File: config.mk
export PLATFORM = sky130hd
export DESIGN_NAME = riscv_uc_mc
export DESIGN_NICKNAME = d
export VERILOG_FILES = /design/src/rtl/riscv_uc_pkg.sv /design/src/rtl/riscv_uc_wait_timer.sv /design/src/rtl/riscv_uc_mc.sv
export SDC_FILE = /design/constraint.sdc
export NUM_CORES = 1
export LEC_CHECK = 0
export ABC_AREA = 1
export CORE_MARGIN = 2
export CORE_UTILIZATION = 50
export CTS_BUF_LIST = sky130_fd_sc_hd__clkbuf_16
export CTS_CLUSTER_SIZE = 20
export DETAILED_ROUTE_END_ITERATION = 10
export GPL_TIMING_DRIVEN = 0
export PLACE_DENSITY = 0.79
export SLEW_MARGIN = 20
export SYNTH_ARGS = -nofsm -noshare
export SYNTH_HDL_FRONTEND = slang
export SYNTH_HIERARCHICAL = 1
export SYNTH_SLANG_ARGS = --single-unit
File: constraint.sdc
create_clock -name clk -period 6.3 [get_ports clk]
set_clock_uncertainty 0.15 [all_clocks]
set_input_delay 1.26 -clock clk [delete_from_list [all_inputs] [get_ports clk]]
set_output_delay 1.26 -clock clk [all_outputs]
set_load 0.1 [all_outputs]
File: src/rtl/riscv_uc_pkg.sv
// Shared encodings for the multicycle RISC-V control unit: FSM states,
// opcodes, ALU operation codes and datapath mux selects.
package riscv_uc_pkg;

  typedef enum logic [2:0] {
    S_IDLE  = 3'd0,
    S_IF    = 3'd1,
    S_ID    = 3'd2,
    S_EX    = 3'd3,
    S_MEM   = 3'd4,
    S_WB    = 3'd5,
    S_HALT  = 3'd6,
    S_FAULT = 3'd7
  } state_t;

  localparam logic [6:0] OP_R      = 7'b0110011;
  localparam logic [6:0] OP_I      = 7'b0010011;
  localparam logic [6:0] OP_LOAD   = 7'b0000011;
  localparam logic [6:0] OP_STORE  = 7'b0100011;
  localparam logic [6:0] OP_BRANCH = 7'b1100011;
  localparam logic [6:0] OP_JAL    = 7'b1101111;
  localparam logic [6:0] OP_JALR   = 7'b1100111;
  localparam logic [6:0] OP_LUI    = 7'b0110111;
  localparam logic [6:0] OP_SYSTEM = 7'b1110011;

  localparam logic [1:0] ALU_ADD = 2'd0;
  localparam logic [1:0] ALU_BR  = 2'd1;
  localparam logic [1:0] ALU_R   = 2'd2;
  localparam logic [1:0] ALU_I   = 2'd3;

  localparam logic [1:0] MUX1_RS2 = 2'd0;
  localparam logic [1:0] MUX1_IMM = 2'd1;

  localparam logic [1:0] MUX2_MEM = 2'd0;
  localparam logic [1:0] MUX2_ALU = 2'd1;
  localparam logic [1:0] MUX2_PC4 = 2'd2;
  localparam logic [1:0] MUX2_IMM = 2'd3;

  localparam logic [1:0] MUX3_PC4   = 2'd0;
  localparam logic [1:0] MUX3_PCIMM = 2'd1;
  localparam logic [1:0] MUX3_ALU   = 2'd2;

  localparam logic [1:0] MUX4_I  = 2'd0;
  localparam logic [1:0] MUX4_S  = 2'd1;
  localparam logic [1:0] MUX4_B  = 2'd2;
  localparam logic [1:0] MUX4_UJ = 2'd3;

  function automatic logic is_exec_op(input logic [6:0] op);
    case (op)
      OP_R, OP_I, OP_LOAD, OP_STORE, OP_BRANCH,
      OP_JAL, OP_JALR, OP_LUI: is_exec_op = 1'b1;
      default:                 is_exec_op = 1'b0;
    endcase
  endfunction

endpackage

File: src/rtl/riscv_uc_wait_timer.sv
// Wait-state watchdog: counts cycles spent waiting on a ready and flags the
// TIMEOUT-th waiting cycle. TIMEOUT=0 never expires.
module riscv_uc_wait_timer #(
  parameter int unsigned TIMEOUT = 16
) (
  input  logic clk,
  input  logic reset,
  input  logic clear,
  input  logic enable,
  output logic expired
);

  localparam int unsigned W = (TIMEOUT > 1) ? $clog2(TIMEOUT) : 1;
  localparam logic [W-1:0] LAST = (TIMEOUT == 0) ? '0 : W'(TIMEOUT - 1);

  logic [W-1:0] cnt;

  always_ff @(posedge clk or negedge reset) begin
    if (!reset)      cnt <= '0;
    else if (clear)  cnt <= '0;
    else if (enable) cnt <= cnt + W'(1);
  end

  // cnt holds the number of waiting cycles already elapsed, so LAST marks the TIMEOUT-th
  assign expired = (TIMEOUT != 0) && enable && (cnt == LAST);

endmodule

File: src/rtl/riscv_uc_mc.sv
// Multicycle control unit: sequences IF/ID/EX/MEM/WB with memory ready
// handshakes, wait timeout, sticky halt/fault and a retired-instruction count.
module riscv_uc_mc
  import riscv_uc_pkg::*;
#(
  parameter int unsigned TIMEOUT        = 16,
  parameter int unsigned CNT_W          = 32,
  parameter bit          HALT_ON_SYSTEM = 1'b1
) (
  input  logic             clk,
  input  logic             reset,
  input  logic             start,
  input  logic [6:0]       opcode,
  input  logic             branch,
  input  logic             imem_ready,
  input  logic             dmem_ready,
  output logic             pc_load,
  output logic             pc_reset,
  output logic             imem_req,
  output logic             ir_load,
  output logic             mem_re,
  output logic             mem_we,
  output logic             reg_file_write,
  output logic [1:0]       alu_op,
  output logic [1:0]       select_mux_1,
  output logic [1:0]       select_mux_2,
  output logic [1:0]       select_mux_3,
  output logic [1:0]       select_mux_4,
  output logic             halted,
  output logic             fault,
  output logic [CNT_W-1:0] instret
);

  state_t     state, next_state;
  logic [6:0] op_q;
  logic       wait_clear, wait_en, expired;

  assign wait_en    = (state == S_IF) || (state == S_MEM);
  assign wait_clear = (next_state != state);

  riscv_uc_wait_timer #(.TIMEOUT(TIMEOUT)) u_wait_timer (
    .clk     (clk),
    .reset   (reset),
    .clear   (wait_clear),
    .enable  (wait_en),
    .expired (expired)
  );

  always_ff @(posedge clk or negedge reset) begin
    if (!reset) begin
      state   <= S_IDLE;
      op_q    <= '0;
      instret <= '0;
    end else begin
      state <= next_state;
      if (state == S_ID) op_q <= opcode;
      if (pc_load)       instret <= instret + CNT_W'(1);
    end
  end

  always_comb begin
    next_state     = state;
    pc_load        = 1'b0;
    pc_reset       = 1'b0;
    imem_req       = 1'b0;
    ir_load        = 1'b0;
    mem_re         = 1'b0;
    mem_we         = 1'b0;
    reg_file_write = 1'b0;
    alu_op         = ALU_ADD;
    select_mux_1   = MUX1_RS2;
    select_mux_2   = MUX2_MEM;
    select_mux_3   = MUX3_PC4;
    select_mux_4   = MUX4_I;
    halted         = 1'b0;
    fault          = 1'b0;

    case (state)
      S_IDLE: begin
        pc_reset = 1'b1;
        if (start) next_state = S_IF;
      end
      S_IF: begin
        imem_req = 1'b1;
        // a ready on the expiring cycle takes priority over the timeout
        if (imem_ready) begin
          ir_load    = 1'b1;
          next_state = S_ID;
        end else if (expired) begin
          next_state = S_FAULT;
        end
      end
      S_ID: begin
        if (is_exec_op(opcode))                          next_state = S_EX;
        else if (opcode == OP_SYSTEM && HALT_ON_SYSTEM)  next_state = S_HALT;
        else                                             next_state = S_FAULT;
      end
      S_EX: begin
        next_state = S_WB;
        case (op_q)
          OP_R: begin
            select_mux_1 = MUX1_RS2;
            alu_op       = ALU_R;
          end
          OP_I: begin
            select_mux_1 = MUX1_IMM;
            alu_op       = ALU_I;
            select_mux_4 = MUX4_I;
          end
          OP_LOAD: begin
            select_mux_1 = MUX1_IMM;
            select_mux_4 = MUX4_I;
            next_state   = S_MEM;
          end
          OP_STORE: begin
            select_mux_1 = MUX1_IMM;
            select_mux_4 = MUX4_S;
            next_state   = S_MEM;
          end
          OP_BRANCH: begin
            select_mux_1 = MUX1_RS2;
            alu_op       = ALU_BR;
            select_mux_4 = MUX4_B;
            pc_load      = 1'b1;
            select_mux_3 = branch ? MUX3_PCIMM : MUX3_PC4;
            next_state   = S_IF;
          end
          OP_JAL: select_mux_4 = MUX4_UJ;
          OP_JALR: begin
            select_mux_1 = MUX1_IMM;
            select_mux_4 = MUX4_I;
          end
          OP_LUI: select_mux_4 = MUX4_UJ;
          default: ;
        endcase
      end
      S_MEM: begin
        mem_re = (op_q == OP_LOAD);
        mem_we = (op_q == OP_STORE);
        if (dmem_ready) begin
          if (op_q == OP_STORE) begin
            pc_load    = 1'b1;
            next_state = S_IF;
          end else begin
            next_state = S_WB;
          end
        end else if (expired) begin
          next_state = S_FAULT;
        end
      end
      S_WB: begin
        reg_file_write = 1'b1;
        pc_load        = 1'b1;
        next_state     = S_IF;
        case (op_q)
          OP_LOAD: select_mux_2 = MUX2_MEM;
          OP_JAL: begin
            select_mux_2 = MUX2_PC4;
            select_mux_3 = MUX3_PCIMM;
          end
          OP_JALR: begin
            select_mux_2 = MUX2_PC4;
            select_mux_3 = MUX3_ALU;
          end
          OP_LUI:  select_mux_2 = MUX2_IMM;
          default: select_mux_2 = MUX2_ALU;
        endcase
      end
      S_HALT:  halted = 1'b1;
      S_FAULT: fault  = 1'b1;
      default: next_state = S_IDLE;
    endcase
  end

endmodule

* Word-level counts from Yosys, hierarchy flattened
Index checks and enable logic that the tools add are counted.
** Operators by class
- Shift operators :: 0
- Reduce and logical (&&, ||, !) cells :: 9
- Add/sub/neg operators :: 2
- Multiply operators :: 0
- Divide/modulo/power cells :: 0
- Order comparisons :: 0
- Bitwise gates (word level) :: 0
- Equal/unequal tests :: 26
- Multiplexer cells :: 38
** Operators by type and width (count)
- $eq 7x7->1 const B :: 7
- $eq 7x6->1 const B :: 6
- $add 32x1->32 const B :: 1
- $mux 1 :: 19
- $mux 3 :: 6
- $pmux 2 s3 :: 3
- $pmux 3 s6 :: 1
- $eq 7x2->1 const B :: 2
- $eq 7x5->1 const B :: 2
- $eq 3x3->1 const B :: 4
- $mux 4 :: 2
- $pmux 2 s2 :: 2
- $reduce_or 8->1 :: 1
- $eq 3x2->1 const B :: 2
- $mux 2 :: 3
- $pmux 3 s2 :: 1
- $reduce_or 2->1 :: 3
- $add 4x1->4 const B :: 1
- $eq 4x4->1 const B :: 1
- $reduce_or 4->1 :: 1
- $eq 3x1->1 const B :: 1
- $logic_not 3->1 :: 1
- $ne 3x3->1 :: 1
- $pmux 1 s3 :: 1
- 3 further kinds :: 3
** Word-level totals
- Memories kept :: 0
- Output and inout port bits :: 51
- RAM bits :: 0
- Flip-flop bits (word level) :: 46
- Bits of input ports :: 13
- Logic and storage cells :: 79
- ROM bits :: 0
- Latch bits :: 0

* Depth between registers and ports, before layout
- Depth after elaboration :: 8
- Mapped depth :: 15

* Hierarchy
The synthesis kept the hierarchy.
** Modules (own cells, without submodules)
- riscv_uc_mc :: area each 2936.6 µm², sequential area each 1051.0 µm², cells each 462, times used 1
- riscv_uc_wait_timer :: area each 200.2 µm², sequential area each 100.1 µm², cells each 24, times used 1

* Least setup slack after synthesis
No wires, ideal clock.
- Path kind :: reg-to-output
- From :: register state[2]
- To :: output port alu_op[1]
- Arrival time :: 2.870 ns
- Path slack :: 2.020 ns
- Buffers on the path :: 0
- Stages on the path, launching flop included :: 4
- Path through :: dfrtp_1 > nor3_4 > nand2_1 > nor3_1
** Between the ends
- Cells in the longest elaborated chain, start to end :: 2
** RTL lines
- from (decl) :: line riscv_uc_mc.sv:34 : state_t state, next_state;
- from (signal assigned) :: line riscv_uc_mc.sv:55 : state <= next_state;
- $eq 3x2->1 :: line riscv_uc_mc.sv:78 : case (state)
- $mux 2 :: line riscv_uc_mc.sv:78
- to (decl) :: line riscv_uc_mc.sv:24 : output logic [1:0] alu_op,
No other way between the ends.

* Worst setup path after layout
- From :: input port dmem_ready
- To :: output port pc_load
** Between the ends
- Cells in the longest elaborated chain, start to end :: 2
** RTL lines
- from (decl) :: line riscv_uc_mc.sv:16 : input logic dmem_ready,
- $mux 1 :: line riscv_uc_mc.sv:140 : if (dmem_ready) begin
- $pmux 1 s3 :: line riscv_uc_mc.sv:78
- to (decl) :: line riscv_uc_mc.sv:17 : output logic pc_load,
No other way between the ends.

==> results by group <==
Power
  – PwrDens: about 370 nW/um^2
  – Clock share of power: a little under 20%
  – Sw Ratio: 50.2%
  – Sequential power share: about 28%
  – Pint: roughly 0.74 mW
  – Leak Pwr: ~1.9 nW
  – Comb pwr share: between 50% and 60%
  – Worst ir drop on vdd: 0.000387 V
  – Switching pwr: 0.746 mW

Placement
  – GP Congestion: between 0.9 and 1
  – HPWL Detailed: between 6000 and 7000 microns
  – Port bufs: 62

Synthesis
  – Seq/Total Area, Yosys: between 30% and 40%
  – Largest family of logic cells by synthesized area: simple AND/OR/NAND/NOR gates
  – Complex-gate fraction of the synthesized area: 6.06%
  – Syn_area_per_cell: around 6.5 sq um
  – Simple-gate share of the synthesized area: between 40 and 50%
  – Synth Area in Adders: less than 1%
  – Unique cell type count in the Yosys netlist: 28
  – Warnings from Yosys: 6
  – Post-synthesis cell count: about 490
  – Xor and xnor area share after synthesis: under 10%
  – Syn Nets: 501
  – Netlist Area Pre-Place: between 3000 and 4000 sq um
  – Multiplexer share of the synthesized area: 0%
  – #FFs+latches synth: between 40 and 50

Flow run
  – Max_cap viols: 0

STA
  – TNS Setup: 0 ns
  – Worst relative slew slack: between 30% and 40%
  – Final hold vios: 0
  – Final min period: a little under 5 ns
  – Fmax: roughly 210 MHz
  – Slew Viols, Final: 0
  – RSZ-0062 raised after global routing: false
  – Final Hold Slack: approximately 0.33 ns
  – Worst-Margin Slew: between 1 and 1.5 ns
  – Setup-failing EPs final: 0
  – Final period utilization: 77.4%

Critical path
  – Worst reg-to-reg setup slack: around 3.7 ns
  – Worst r2r path cells: 15
  – CP most frequent cell: clkdlybuf4s50_1
  – Max FO, Critical Path: 10
  – Worst EP required: approximately 5 ns
  – Crit path DAT: roughly 3.5 ns
  – Crit end category: output port
  – Startpoint types: primary input
  – Max stage delay on crit path: roughly 1.2 ns
  – Critical-path cell list: clkdlybuf4s50_1 > nand3_1 > nand2_4 > buf_4 > clkdlybuf4s50_1
  – Worst Path Class, Setup: primary input to output port
  – CP max-delay cell: clkdlybuf4s50_1
  – RR Startpoint: state[2]
  – Worst reg2reg path endpoint: u_wait_timer/cnt[2]

Clocking
  – Skew-Pair Late Insertion Delay: roughly 0.29 ns
  – Hold_buf cts: 0
  – Cts bufs inserted: 5
  – CTS tree: yes
  – # resized after CTS: 0
  – Clk pin slew, worst setup/hold paths: about 0.06 ns
  – Setup Fix Bufs, Post-CTS: 0
  – H-Tree Depth: 2
  – CTS sink cnt: 46
  – Clk root buf: clkbuf_16
  – Clk buf depth: 2

Routing
  – DRC errors left: 0
  – Antenna viol nets, final: 0
  – Drt pass-1 iters: 5
  – DR vias/cell: approximately 5.1
  – DRT iter0 DRCs: about 160
  – WL per Instance: ~13 microns
  – Vias: ~3.2k
  – Post-Route WL: 8320 microns

Global routing
  – Grt total ovfl: 0
  – Total Routing Usage GR: between 20 and 25%
  – Initial antenna violation count: 0
  – Number of global-route vias before repair: between 3k and 4k
  – Global-route wire length before repair: around 14000 microns
  – Pin count of the biggest net entering global routing: 33

Cells and area
  – Area of the multi-input gates: 1660 sq um
  – Most frequent cells in the layout: nand2_1, nor2_1, clkdlybuf4s50_1
  – N_diodes: 0
  – Post-layout net count: approximately 570
  – # fillers: roughly 530
  – Layout cells sized above 1: 5.58%
  – Reg area: around 1200 sq um
  – Commonest non-fill, non-tap cell in the layout: nand2_1
  – Syn-to-layout area delta: 28.3%

Hold path
  – Hold Crit Class: flop to flop
  – Hold endpoint: op_q[1]
  – Worst Hold Depth: 2
  – Hold Crit Start: op_q[1]

Status
  – Status: complete, no violations

Die
  – # IOs: between 60 and 70
  – Core area: around 6000 sq um
  – Die Area: approximately 7000 sq um
  – Chip Width: approximately 83 microns
  – Initial Util: between 50% and 60%
  – Cell row count: 28
  – Die height: 83.2 microns
-- critical path: cells and delay by family --
| family | cells | cell delay [ns] |
|---|---|---|
| buffers and inverters | 3 | 1.88 |
| and+or+nand+nor | 2 | 0.32 |
-- synthesized netlist by cell type --
library cell | n | area share (%)
a21oi_1 | 5 | 0.80
buf_4 | 3 | 0.72
buf_6 | 4 | 1.4
clkbuf_1 | 1 | 0.12
conb_1 | 1 | 0.12
dfrtp_1 | 46 | 37
ha_1 | 2 | 0.80
inv_1 | 60 | 7.2
inv_2 | 7 | 0.84
nand2_1 | 181 | 22
nand2_2 | 1 | 0.20
nand2_4 | 1 | 0.36
nand3_1 | 22 | 3.5
nand3b_1 | 2 | 0.48
nand4_1 | 7 | 1.4
nor2_1 | 67 | 8.0
nor2_2 | 1 | 0.20
nor3_1 | 21 | 3.4
nor3_2 | 1 | 0.32
nor3_4 | 1 | 0.52
o21ai_0 | 13 | 2.1
o21ai_1 | 15 | 2.4
o21ai_2 | 2 | 0.56
o21bai_1 | 1 | 0.24
or2_2 | 1 | 0.20
xnor2_1 | 3 | 0.84
xor2_1 | 16 | 4.5
xor2_2 | 1 | 0.52
-- cells by family after synthesis --
kind of cell	Yosys count
AND/OR/NAND/NOR	306
buffers and inverters	75
flip-flops	46
AO/OA/AOI/OAI	36
XOR/XNOR	20
adder cells (fa/ha/maj)	2
other	1
-- per-layer routing --
metal | share of wire (%) | routed length [microns] | track usage, % | vias to the layer above
met4 | 2.6 | 215 | 9.84 | 0
met1 | 43 | 3540 | 29.2 | 1482
met2 | 49 | 4120 | 44.1 | 108
li1 | - | - | - | 1633
met5 | 0 | 0 | 0 | -
met3 | 5.4 | 447 | 3.98 | 19
-- state kept, by name, summed over array words and instances, names as in the netlist --
register / flops
instret: 32
op_q: 7
state: 3
u_wait_timer/cnt: 4
-- power groups by stage --
| stage | Combinational, mW | Sequential, mW | Clock (mW) |
|---|---|---|---|
| 2_1_floorplan | 0.489 | 0.527 | 0 |
| 3_3_place_gp | 0.769 | 0.420 | 0 |
| 3_5_place_dp | 0.779 | 0.419 | 0 |
| 4_1_cts | 0.781 | 0.415 | 0.297 |
| 5_1_grt | 0.839 | 0.426 | 0.310 |
| 6_report | 0.778 | 0.416 | 0.293 |
-- worst max-delay path by stage --
stage / from / cells after the start / end
2_1_floorplan: state[2] / 3 / alu_op[1]
3_3_place_gp: dmem_ready / 5 / pc_load
3_5_place_dp: dmem_ready / 5 / pc_load
4_1_cts: dmem_ready / 5 / pc_load
5_1_grt: dmem_ready / 5 / pc_load
6_report: dmem_ready / 5 / pc_load
-- stage by stage --
| stage | total power, mW | setup slack [ns] | instance area (sq um) | utilization [%] | std cells |
|---|---|---|---|---|---|
| final | 1.49 | 1.42 | 4030 | 67.2 | 631 |
| after global routing | 1.58 | 1.40 | 4030 | 67.2 | 631 |
| after CTS | 1.49 | 1.43 | 4030 | 67.2 | 631 |
| after detailed placement | 1.20 | 1.43 | 3870 | 64.5 | 624 |
| after global placement | 1.19 | 1.42 | 3850 | 64.3 | 623 |
| after floorplan | 1.02 | 2.02 | 3140 | - | 486 |
-- final cells by class --
| type | count | area share [%] |
|---|---|---|
| well taps | 75 | 2.33 |
| repair buffers | 63 | 15.8 |
| multi-input cells | 365 | 41.3 |
| clock inverters | 2 | 0.839 |
| flip-flops and latches | 46 | 28.6 |
| inverters | 67 | 6.25 |
| clock buffers | 5 | 3.11 |
| plain buffers | 8 | 1.77 |
(Power assumes the default switching activity.)
